`config.mk`:
```
export PLATFORM = sky130hd
export DESIGN_NAME = if_pc_redirect
export DESIGN_NICKNAME = d
export VERILOG_FILES = /design/src/rtl/if_pc_redirect.sv
export SDC_FILE = /design/constraint.sdc
export NUM_CORES = 1
export LEC_CHECK = 0
export CAP_MARGIN = 0
export CORE_MARGIN = 1
export CORE_UTILIZATION = 47
export CTS_BUF_LIST = sky130_fd_sc_hd__clkbuf_4
export CTS_CLUSTER_SIZE = 10
export DETAILED_ROUTE_END_ITERATION = 16
export PLACE_DENSITY = 0.83
export SETUP_SLACK_MARGIN = 0.2
export SLEW_MARGIN = 0
export SYNTH_ARGS = -nofsm -noshare
export SYNTH_HDL_FRONTEND = slang
export SYNTH_SLANG_ARGS = --single-unit
```
`constraint.sdc`:
```
create_clock -name clk -period 2.3 [get_ports clk]
set_input_delay 0.69 -clock clk [delete_from_list [all_inputs] [get_ports clk]]
set_output_delay 0.69 -clock clk [all_outputs]
set_load 0.005 [all_outputs]
```
`src/rtl/if_pc_redirect.sv`:
```
// IF-stage program counter with EX/ID redirect selection, stall-safe pending redirect and flush generation.
// Optional macro PC_REDIRECT_PERF_EN adds saturating counters of applied ID and EX redirects.
module if_pc_redirect #(
    parameter int                         INST_ADDR_WIDTH = 32,
    parameter logic [INST_ADDR_WIDTH-1:0] RESET_PC        = '0,
    parameter int                         PC_STEP         = 4
) (
    input  logic                       clk,
    input  logic                       rst_n,
    input  logic                       stall_IF,
    input  logic                       early_jal_ID,
    input  logic [INST_ADDR_WIDTH-1:0] early_jal_PC_ID,
    input  logic                       branch_taken_EX,
    input  logic [INST_ADDR_WIDTH-1:0] branch_PC_EX,
    input  logic                       imem_ready,
    output logic                       imem_req,
    output logic [INST_ADDR_WIDTH-1:0] PC_IF,
    output logic                       flush_IF_ID,
    output logic                       flush_ID_EX,
    output logic                       misalign_IF,
    output logic [31:0]                redirect_cnt_ID,
    output logic [31:0]                redirect_cnt_EX
);

    localparam logic [INST_ADDR_WIDTH-1:0] STEP = INST_ADDR_WIDTH'(PC_STEP);

    typedef enum logic [1:0] {
        PEND_IDLE = 2'b00,
        PEND_ID   = 2'b01,
        PEND_EX   = 2'b11
    } pend_e;

    pend_e                       r_state, w_state_nxt;
    logic [INST_ADDR_WIDTH-1:0]  r_pc, r_pend_pc, w_pend_pc_nxt;
    logic [INST_ADDR_WIDTH-1:0]  w_target, w_next_pc;
    logic                        r_req, w_adv, w_redirect, w_pend_vld, w_pend_ex;

    assign w_adv      = r_req & imem_ready & ~stall_IF;
    assign w_pend_vld = (r_state != PEND_IDLE);
    assign w_pend_ex  = (r_state == PEND_EX);

    // NOTE: every always_comb output gets a default first so no path leaves it unassigned (no latch).
    always_comb begin
        w_target   = '0;
        w_redirect = 1'b0;
        if (branch_taken_EX) begin
            w_target   = branch_PC_EX;
            w_redirect = 1'b1;
        end else if (w_pend_vld) begin
            w_target   = r_pend_pc;
            w_redirect = 1'b1;
        end else if (early_jal_ID) begin
            w_target   = early_jal_PC_ID;
            w_redirect = 1'b1;
        end
        w_next_pc = w_redirect ? {w_target[INST_ADDR_WIDTH-1:2], 2'b00} : r_pc + STEP;
    end

    // A redirect seen while fetch cannot advance is parked; EX always overwrites, ID only fills an empty slot.
    always_comb begin
        w_state_nxt   = r_state;
        w_pend_pc_nxt = r_pend_pc;
        if (w_adv) begin
            w_state_nxt = PEND_IDLE;
        end else if (branch_taken_EX) begin
            w_state_nxt   = PEND_EX;
            w_pend_pc_nxt = branch_PC_EX;
        end else if (early_jal_ID && (r_state == PEND_IDLE)) begin
            w_state_nxt   = PEND_ID;
            w_pend_pc_nxt = early_jal_PC_ID;
        end
    end

    always_ff @(posedge clk or negedge rst_n) begin
        if (!rst_n) begin
            r_state   <= PEND_IDLE;
            r_pend_pc <= '0;
            r_pc      <= RESET_PC;
            r_req     <= 1'b0;
        end else begin
            r_state   <= w_state_nxt;
            r_pend_pc <= w_pend_pc_nxt;
            r_req     <= 1'b1;
            if (w_adv) begin
                r_pc <= w_next_pc;
            end
        end
    end

    assign imem_req    = r_req;
    assign PC_IF       = r_pc;
    assign flush_IF_ID = w_adv & (branch_taken_EX | w_pend_vld | early_jal_ID);
    assign flush_ID_EX = w_adv & (branch_taken_EX | w_pend_ex);
    assign misalign_IF = w_adv & w_redirect & (|w_target[1:0]);

`ifdef PC_REDIRECT_PERF_EN
    logic        w_sel_ex, w_sel_id;
    logic [31:0] r_cnt_id, r_cnt_ex;

    assign w_sel_ex = branch_taken_EX | w_pend_ex;
    assign w_sel_id = ~branch_taken_EX & (w_pend_vld ? ~w_pend_ex : early_jal_ID);

    always_ff @(posedge clk or negedge rst_n) begin
        if (!rst_n) begin
            r_cnt_id <= '0;
            r_cnt_ex <= '0;
        end else begin
            if (w_adv && w_sel_id && !(&r_cnt_id)) begin
                r_cnt_id <= r_cnt_id + 32'd1;
            end
            if (w_adv && w_sel_ex && !(&r_cnt_ex)) begin
                r_cnt_ex <= r_cnt_ex + 32'd1;
            end
        end
    end

    assign redirect_cnt_ID = r_cnt_id;
    assign redirect_cnt_EX = r_cnt_ex;
`else
    assign redirect_cnt_ID = 32'h0;
    assign redirect_cnt_EX = 32'h0;
`endif

endmodule

```
==> run summary, run 1 <==
Core Area - 9910 um2
post-place setup slack - -746.4 ps
Final Setup Violations - 2
layout cells sized above 1 - 0.2066
die area - 10760 um2
I/O pin count - 170
Placer Congestion - 0.8657
Max Cap Viol - 0
ratio of final minimum period to clock period - 1.020
Worst R2R Path Depth - 6
Hold Path Class - input port to asynchronous set/reset pin
Detail Route Antenna Nets - 0
fin worst setup slack - -46.95 ps
PortBufs - 103
die span in y - 103.8 um
Avg WL per Cell - 17.45 um
critical-path cell list - buf_6 -> or4_4 -> nand2_4 -> a21oi_2 -> buf_2
Seq/Total Area, Yosys - 0.3343
Post-synth ARST share - 1.000
Synth-to-Final Area Change - 32.19%
critical path's largest stage delay - 550 ps
CTS tree - built
dominant cells by area after synthesis - dfrtp_1 33%, buf_4 10%, nand2_1 6.0%
most common cell in the netlist - nand2_1
initial DRC count - 330
RSZ-0062 raised after global routing - true
delay-heaviest family, CP - simple AND/OR/NAND/NOR gates
Final min period - 2347 ps
status - finished with violations
WP buf/inv - 2
CP Depth - 5
Fin. Hold Viols - 0
row cnt - 36
Clk Tree Root Cell - clkbuf_4
fin nets - 792
failing checks - negative setup slack
Setup crit end - misalign_IF
DRT met1 WL - 5841 um
Worst-Margin Slew - 631.6 ps
DR WL met3 - 1306 um
cts hold-fix bufs - 0
Finished Layout Cells - 859
vias in the first global route - 4913
number of synthesized flops with an enable pin - 0
Mapped Cells - 582
cell count after placement - 815
r2r startpoint - r_state[0]
CP max-delay cell - or4_4
top post-synthesis cells by count - 78 x nand2_1, 66 x buf_4, 65 x dfrtp_1, 43 x o21ai_0, 36 x clkbuf_1
First-pass DRT Iterations - 6
initial antenna violation count - 0
Clock Path Buffers - 2
CP endpoint kind - primary output
initial core utilization - 0.4910
CP max FO - 5
Setup CP Type - input port to primary output
GRT Total Usage - 0.2701
H-tree depth - 3
Die Wd - 103.8 um
Leak - 2.625 nW
maximum vdd drop - 0.2462 mV
Post-Route WL - 14990 um
f_max - 426.1 MHz
Mapped Avg Cell Area - 8.361 um2
crit path from - early_jal_ID
Overflow after GRT - 0
worst r2r dst - PC_IF[23]
Max Used Layer - met4
pwr/cell area - 567.3 nW/um2
post-DP HPWL - 10300 um
R2R setup slack - 250 ps
CP startpoint kind - input port
WP data arrival - 1660 ps
ANT cells - 0
skew final - 13.92 ps
synth warn - 0
netlist area before placement - 4866 um2
Clock Latency Late Sink - 410 ps
largest net degree at the start of global routing - 66
met2 wire length - 7340 um
first-pass GRT wire length - 23740 um
post-synth top area share - 0.3343
Critical Path RT - 1610 ps
number of fill cells - 837
Synth area leader - dfrtp_1
relative slew slack - 0.5736
Main synth FF type - dfrtp_1
library cells used by synthesis - 59
Max Slew Vio Count - 0
Clock transition at path regs - 110 ps
drt drc - 0
# clock sinks - 65
#FFs+latches synth - 65
DR vias/cell - 6.022
via count - 5173
CTS Buf Count - 9
-- cell families after synthesis --
kind of cell	after synthesis	synth area share
simple gates	203	0.2289
compound gates	191	0.2772
buf+inv	114	0.1432
flops	65	0.3343
mux	6	0.01234
other cells	2	0.001543
fa+ha+maj	1	0.002571
-- worst reg2reg max path, stage by stage, from the launching register on --
cell and delay (ps):
dfrtp_1 410, buf_4 170, nor2_4 160, buf_4 310, nor2_1 90, o311ai_0 590, o311a_1 270
-- timing repair --
item | 4_1_cts | 5_1_grt
endpoints found under the setup margin | 52 | 28
pin swaps | 4 | 6
gates resized for setup | 48 | 15
setup buffers | 9 | 17
gates cloned | 0 | 2
-- final cells by class --
cell class | instances | area (um2) | share of cell area
multi-input combinational | 468 | 2841 | 0.4417
inverter | 2 | 7.507 | 0.001167
tap | 133 | 166.4 | 0.02587
sequential | 65 | 1642 | 0.2552
timing repair buffer | 175 | 1642 | 0.2552
clock buffer | 10 | 75.07 | 0.01167
clock inverter | 6 | 58.81 | 0.009142
-- cells in the final DEF (no fill, tap or decap), types with 4 or more instances in the layout --
master	count
clkdlybuf4s50_1	86
nand2_1	77
conb_1	67
buf_4	59
dfrtp_1	53
o21ai_0	43
nor2_1	31
a21boi_0	28
a21oi_1	20
nand3_1	18
or4b_2	16
o211ai_1	15
o31ai_1	14
dfrtp_2	12
nor4b_1	11
clkbuf_4	10
nand4_1	9
buf_6	9
o21ba_2	8
dlygate4sd2_1	8
o311a_1	7
a211oi_1	7
nor3_1	6
a31oi_1	6
o22a_1	6
mux2i_1	6
a32o_1	4
a22oi_1	4
and3_1	4
nor4_1	4
a311oi_1	4
buf_2	4
-- routing by layer --
metal / track usage / vias to the layer above
li1: - / 2316
met1: 0.3396 / 2471
met2: 0.4492 / 337
met3: 0.04846 / 49
met4: 0.1286 / 0
met5: 0 / -
-- report_power, final --
| group | total (mW) | leakage [nW] | internal, mW | switching, mW |
|---|---|---|---|---|
| clock | 0.788 | 0.0698 | 0.336 | 0.451 |
| sequential | 1.48 | 0.760 | 1.33 | 0.148 |
| combinational | 1.38 | 1.79 | 0.727 | 0.653 |
-- state kept, by name, indices dropped and copies added (netlist names) --
name and flops:
r_state 2, imem_req 1, PC_IF 30, r_pend_pc 32
-- worst min-delay path by stage --
stage	to	from	slack (ps)	depth (start not counted)
2_1_floorplan	PC_IF[10]	rst_n	390	0
3_3_place_gp	r_pend_pc[19]	r_pend_pc[19]	460	2
3_5_place_dp	r_pend_pc[19]	r_pend_pc[19]	460	2
4_1_cts	PC_IF[7]	rst_n	280	2
5_1_grt	r_pend_pc[0]	rst_n	280	2
6_report	r_pend_pc[1]	rst_n	270	2
-- stage by stage --
step	util	TNS [ps]	hold WS, ps	cell area, um2	power (mW)
2_1_floorplan	-	0	394.4	5122	2.147
3_3_place_gp	0.6049	-16780	455.9	5995	2.658
3_5_place_dp	0.6049	-17340	463.6	5995	2.701
4_1_cts	0.6280	-48.54	282.7	6223	3.536
5_1_grt	0.6491	-122.7	284.2	6432	3.841
6_report	0.6491	-68.52	266.4	6432	3.649
(Power assumes the default switching activity.)
==> run 2, diff against run 1 <==
- GPL_ROUTABILITY_DRIVEN: unset -> 0
==> run summary, run 2 (synthesized netlist as in run 1, its figures left out) <==
Fin. Hold Viols - 0 (unchanged)
delay-heaviest family, CP - simple AND/OR/NAND/NOR gates (unchanged)
CTS Buf Count - 9 (unchanged)
I/O pin count - 170 (unchanged)
via count - 5144 (was 5173)
pwr/cell area - 568.4 nW/um2 (was 567.3 nW/um2)
Avg WL per Cell - 17.27 um (was 17.45 um)
Post-Route WL - 14980 um (was 14990 um)
CP endpoint kind - primary output (unchanged)
Final Setup Violations - 2 (unchanged)
fin worst setup slack - -88.19 ps (was -46.95 ps)
CP max-delay cell - or4_4 (unchanged)
RSZ-0062 raised after global routing - true (unchanged)
critical-path cell list - clkdlybuf4s15_2 -> or4_4 -> nand2_4 -> inv_2 -> buf_6 (was buf_6 -> or4_4 -> nand2_4 -> a21oi_2 -> buf_2)
Critical Path RT - 1610 ps (about the same)
f_max - 418.7 MHz (was 426.1 MHz)
most frequent cells in the layout - 93 x clkdlybuf4s50_1, 77 x nand2_1, 75 x buf_4 (was 86 x clkdlybuf4s50_1, 77 x nand2_1, 67 x conb_1)
Final min period - 2388 ps (was 2347 ps)
Overall Power - 3.665 mW (was 3.649 mW)
post-DP HPWL - 10500 um (was 10300 um)
initial core utilization - 0.4910 (unchanged)
worst hold margin - 279.2 ps (was 266.4 ps)
row cnt - 36 (unchanged)
Clock Latency Late Sink - 420 ps (was 410 ps)
GRT Total Usage - 0.2782 (was 0.2701)
# clock sinks - 65 (unchanged)
relative slew slack - 0.5667 (was 0.5736)
CTS tree - built (unchanged)
Max Cap Viol - 0 (unchanged)
Hold Path Class - input port to asynchronous set/reset pin (unchanged)
skew final - 17.64 ps (was 13.92 ps)
first-pass GRT wire length - 24140 um (was 23740 um)
commonest non-fill, non-tap cell in the layout - clkdlybuf4s50_1 (unchanged)
number of fill cells - 838 (was 837)
critical path's largest stage delay - 460 ps (was 550 ps)
CP startpoint kind - input port (unchanged)
die span in y - 103.8 um (unchanged)
ratio of final minimum period to clock period - 1.038 (was 1.020)
First-pass DRT Iterations - 5 (was 6)
Overflow after GRT - 0 (unchanged)
DR vias/cell - 5.933 (was 6.022)
die area - 10760 um2 (unchanged)
Clk Tree Root Cell - clkbuf_4 (unchanged)
CP Depth - 5 (unchanged)
ANT cells - 0 (unchanged)
Leak - 2.612 nW (was 2.625 nW)
Core Area - 9910 um2 (unchanged)
status - finished with violations (unchanged)
WP buf/inv - 3 (was 2)
vias in the first global route - 4853 (was 4913)
H-tree depth - 3 (unchanged)
Clock Path Buffers - 2 (unchanged)
WP data arrival - 1700 ps (was 1660 ps)
Detail Route Antenna Nets - 0 (unchanged)
Setup CP Type - input port to primary output (unchanged)
Clock transition at path regs - 120 ps (was 110 ps)
largest net degree at the start of global routing - 44 (was 66)
drt drc - 0 (unchanged)
initial antenna violation count - 0 (unchanged)
PortBufs - 103 (unchanged)
Max Slew Vio Count - 0 (unchanged)
CP max FO - 5 (unchanged)
Worst R2R Path Depth - 6 (unchanged)
largest reg by FF count - r_pend_pc (unchanged)
initial DRC count - 450 (was 330)
Die Wd - 103.8 um (unchanged)
Worst-Margin Slew - 641.8 ps (was 631.6 ps)
max FFs per register - 32 (unchanged)
layout cells sized above 1 - 0.2180 (was 0.2066)
maximum vdd drop - 0.3041 mV (was 0.2462 mV)
fin nets - 800 (was 792)
failing checks - negative setup slack (unchanged)
Synth-to-Final Area Change - 32.50% (was 32.19%)
==> run 2: cell types whose count changed in the layout (fill, tap and decap cells not counted), moves of 2 or more <==
cell,before,now
clkdlybuf4s50_1,86,93
dlygate4sd2_1,8,3
dlymetal6s2s_1,2,0
buf_6,9,3
buf_4,59,75
==> run 2: routing by layer <==
layer | vias up | share of wire | wire length (um) | track usage
met5 | - | 0 | 0 | 0
met4 | 0 | 0.034 | 511 | 0.1235
met2 | 333 | 0.48 | 7225 | 0.4664
li1 | 2334 | - | - | -
met1 | 2439 | 0.40 | 6056 | 0.3578
met3 | 38 | 0.079 | 1183 | 0.03839
==> run 2: area by class of cell <==
class | instances | area, um2 | share of cell area
Clock inverter | 7 | 71.32 | 0.01106
Tap cell | 133 | 166.4 | 0.02581
Multi-Input combinational cell | 468 | 2836 | 0.4399
Timing Repair Buffer | 183 | 1655 | 0.2567
Sequential cell | 65 | 1643 | 0.2548
Inverter | 2 | 7.507 | 0.001164
Clock buffer | 9 | 67.56 | 0.01048
==> run 2: final timing paths <==
check / slack, ps / to / from
setup / recovery: -90 / flush_IF_ID / early_jal_ID
hold / removal: 280 / r_pend_pc[0] / rst_n
setup reg to reg: 250 / PC_IF[23] / r_state[1]
hold reg to reg: 490 / r_pend_pc[17] / r_pend_pc[17]
max in group asynchronous: 1370 / PC_IF[20] / rst_n
min in group clk: 490 / r_pend_pc[17] / r_pend_pc[17]
==> run 2: stage by stage <==
stage                     instance area [um2]  instances  setup TNS (ps)  setup slack [ps]    util
after floorplan                          5122        647               0             150.2       -
after global placement                   6005        818          -12910            -730.6  0.6059
after detailed placement                 6005        818          -15920            -754.0  0.6059
after CTS                                6284        847          -218.6            -109.9  0.6341
after global routing                     6447        867          -270.2            -137.7  0.6506
final                                    6447        867          -171.7            -88.19  0.6506
==> run 2: timing repair <==
item | CTS | global route
setup endpoints to repair | 42 | 25
hold buffers | 0 | 0
pin swaps | 5 | 4
resized for setup | 43 | 6
setup buffers | 13 | 20
==> run 2: worst reg2reg max path, cell delays in order, from the launching register on <==
cell and delay, ps:
dfrtp_1 420, buf_4 160, nor2_2 160, buf_4 300
nor2_1 80, o311ai_0 590, o311a_1 280
==> run 2: power by group <==
part / total, mW / leakage (nW) / internal [mW] / switching (mW)
Clock: 0.795 / 0.0679 / 0.328 / 0.467
Sequential: 1.48 / 0.759 / 1.33 / 0.150
Combinational: 1.38 / 1.78 / 0.728 / 0.657
Total: 3.66 / 2.61 / 2.39 / 1.27
==> run 3, diff against run 2 <==
- GPL_TIMING_DRIVEN: unset -> 0
==> run summary, run 3 (synthesized netlist as in run 1, its figures left out) <==
largest reg by FF count - r_pend_pc (unchanged)
commonest non-fill, non-tap cell in the layout - buf_4 (was clkdlybuf4s50_1)
most frequent cells in the layout - 119 x buf_4, 84 x clkdlybuf4s50_1, 77 x nand2_1 (was 93 x clkdlybuf4s50_1, 77 x nand2_1, 75 x buf_4)
CTS tree - built (unchanged)
die area - 10760 um2 (unchanged)
failing checks - negative setup slack (unchanged)
H-tree depth - 3 (unchanged)
first-pass GRT wire length - 27900 um (was 24140 um)
Overall Power - 4.401 mW (was 3.665 mW)
via count - 6207 (was 5144)
Final min period - 2597 ps (was 2388 ps)
CP startpoint kind - flop (was input port)
row cnt - 36 (unchanged)
ratio of final minimum period to clock period - 1.129 (was 1.038)
area taken by multi-input logic gates - 3178 um2 (was 2836 um2)
Clock transition at path regs - 160 ps (was 120 ps)
Critical Path RT - 1610 ps (about the same)
PortBufs - 103 (unchanged)
Overflow after GRT - 0 (unchanged)
pwr/cell area - 576.8 nW/um2 (was 568.4 nW/um2)
layout cells sized above 1 - 0.3345 (was 0.2180)
fin worst setup slack - -296.8 ps (was -88.19 ps)
number of fill cells - 647 (was 838)
DR vias/cell - 6.459 (was 5.933)
drt drc - 0 (unchanged)
initial core utilization - 0.4910 (unchanged)
Fin. Hold Viols - 0 (unchanged)
maximum vdd drop - 0.3708 mV (was 0.3041 mV)
CP endpoint kind - primary output (unchanged)
status - finished with violations (unchanged)
CTS Buf Count - 9 (unchanged)
Core Area - 9910 um2 (unchanged)
largest net degree at the start of global routing - 66 (was 44)
First-pass DRT Iterations - 6 (was 5)
Hold Path Class - input port to asynchronous set/reset pin (unchanged)
initial antenna violation count - 0 (unchanged)
post-DP HPWL - 12250 um (was 10500 um)
Die Wd - 103.8 um (unchanged)
WP data arrival - 1910 ps (was 1700 ps)
f_max - 385.1 MHz (was 418.7 MHz)
GRT Total Usage - 0.3285 (was 0.2782)
Post-Route WL - 20920 um (was 14980 um)
die span in y - 103.8 um (unchanged)
ANT cells - 0 (unchanged)
Worst-Margin Slew - 933.5 ps (was 641.8 ps)
Clock Latency Late Sink - 480 ps (was 420 ps)
area occupied by registers - 1649 um2 (was 1643 um2)
Setup CP Type - flop to primary output (was input port to primary output)
Max Cap Viol - 0 (unchanged)
initial DRC count - 996 (was 450)
relative slew slack - 0.3697 (was 0.5667)
# clock sinks - 65 (unchanged)
max FFs per register - 32 (unchanged)
skew final - 36.65 ps (was 17.64 ps)
Leak - 3.363 nW (was 2.612 nW)
Clk Tree Root Cell - clkbuf_4 (unchanged)
Clock Path Buffers - 2 (unchanged)
Detail Route Antenna Nets - 0 (unchanged)
Avg WL per Cell - 21.77 um (was 17.27 um)
Final Setup Violations - 15 (was 2)
CP max FO - 7 (was 5)
post-place setup slack - -1169 ps (was -754.0 ps)
RSZ-0062 raised after global routing - true (unchanged)
Synth-to-Final Area Change - 56.83% (was 32.50%)
fin nets - 894 (was 800)
Max Slew Vio Count - 0 (unchanged)
I/O pin count - 170 (unchanged)
vias in the first global route - 5438 (was 4853)
run 3: power breakdown:
part           total (mW)  switching (mW)  internal (mW)
registers            1.52           0.183           1.34
logic                1.72           0.848          0.874
clock network        1.16           0.508          0.650
run 3: timing repair:
action                     CTS  global route
gates resized for setup     99           101
pin swaps                   11            36
setup buffers               20            39
gates cloned                 0             3
setup endpoints to repair   77            88
hold buffers                 0             0
run 3: worst paths after layout:
path	from	to	slack, ps	cells after the start
max	r_state[0]	flush_IF_ID	-300	6
min	rst_n	PC_IF[25]	330	1
max reg2reg	r_state[0]	PC_IF[25]	-190	11
min reg2reg	r_pend_pc[14]	r_pend_pc[14]	490	2
max in group asynchronous	rst_n	PC_IF[18]	1320	1
min in group clk	r_pend_pc[14]	r_pend_pc[14]	490	2
run 3: worst max-delay path: stages (launching register included):
cell	delay, ps
dfrtp_1	400
buf_6	130
or4_4	510
buf_6	150
nand2_8	80
inv_4	60
buf_2	120
run 3: through the flow:
step,cell area [um2],hold WS [ps],TNS [ps],util,cells
2_1_floorplan,5122,394.4,0,-,647
3_3_place_gp,6320,455.4,-138200,0.6378,883
3_5_place_dp,6317,462.5,-35330,0.6375,883
4_1_cts,6918,393.3,-661.8,0.6981,919
5_1_grt,7631,402.1,-1712,0.7701,961
6_report,7631,325.0,-1245,0.7701,961
run 3: layer usage:
| metal | share of wire | routed length, um | global-route usage |
|---|---|---|---|
| met5 | 0 | 0 | 0 |
| met3 | 0.14 | 2932 | 0.08936 |
| met4 | 0.076 | 1590 | 0.1633 |
| met1 | 0.34 | 7160 | 0.4125 |
| met2 | 0.44 | 9239 | 0.5211 |
run 3: cell type report:
type                    count  share of cell area
clock buffers               9            0.008854
plain buffers             112              0.1120
inverters                   2            0.001640
well taps                 133             0.02181
multi-input cells         468              0.4165
repair buffers            165              0.2058
flip-flops and latches     65              0.2161
clock inverters             7             0.01738
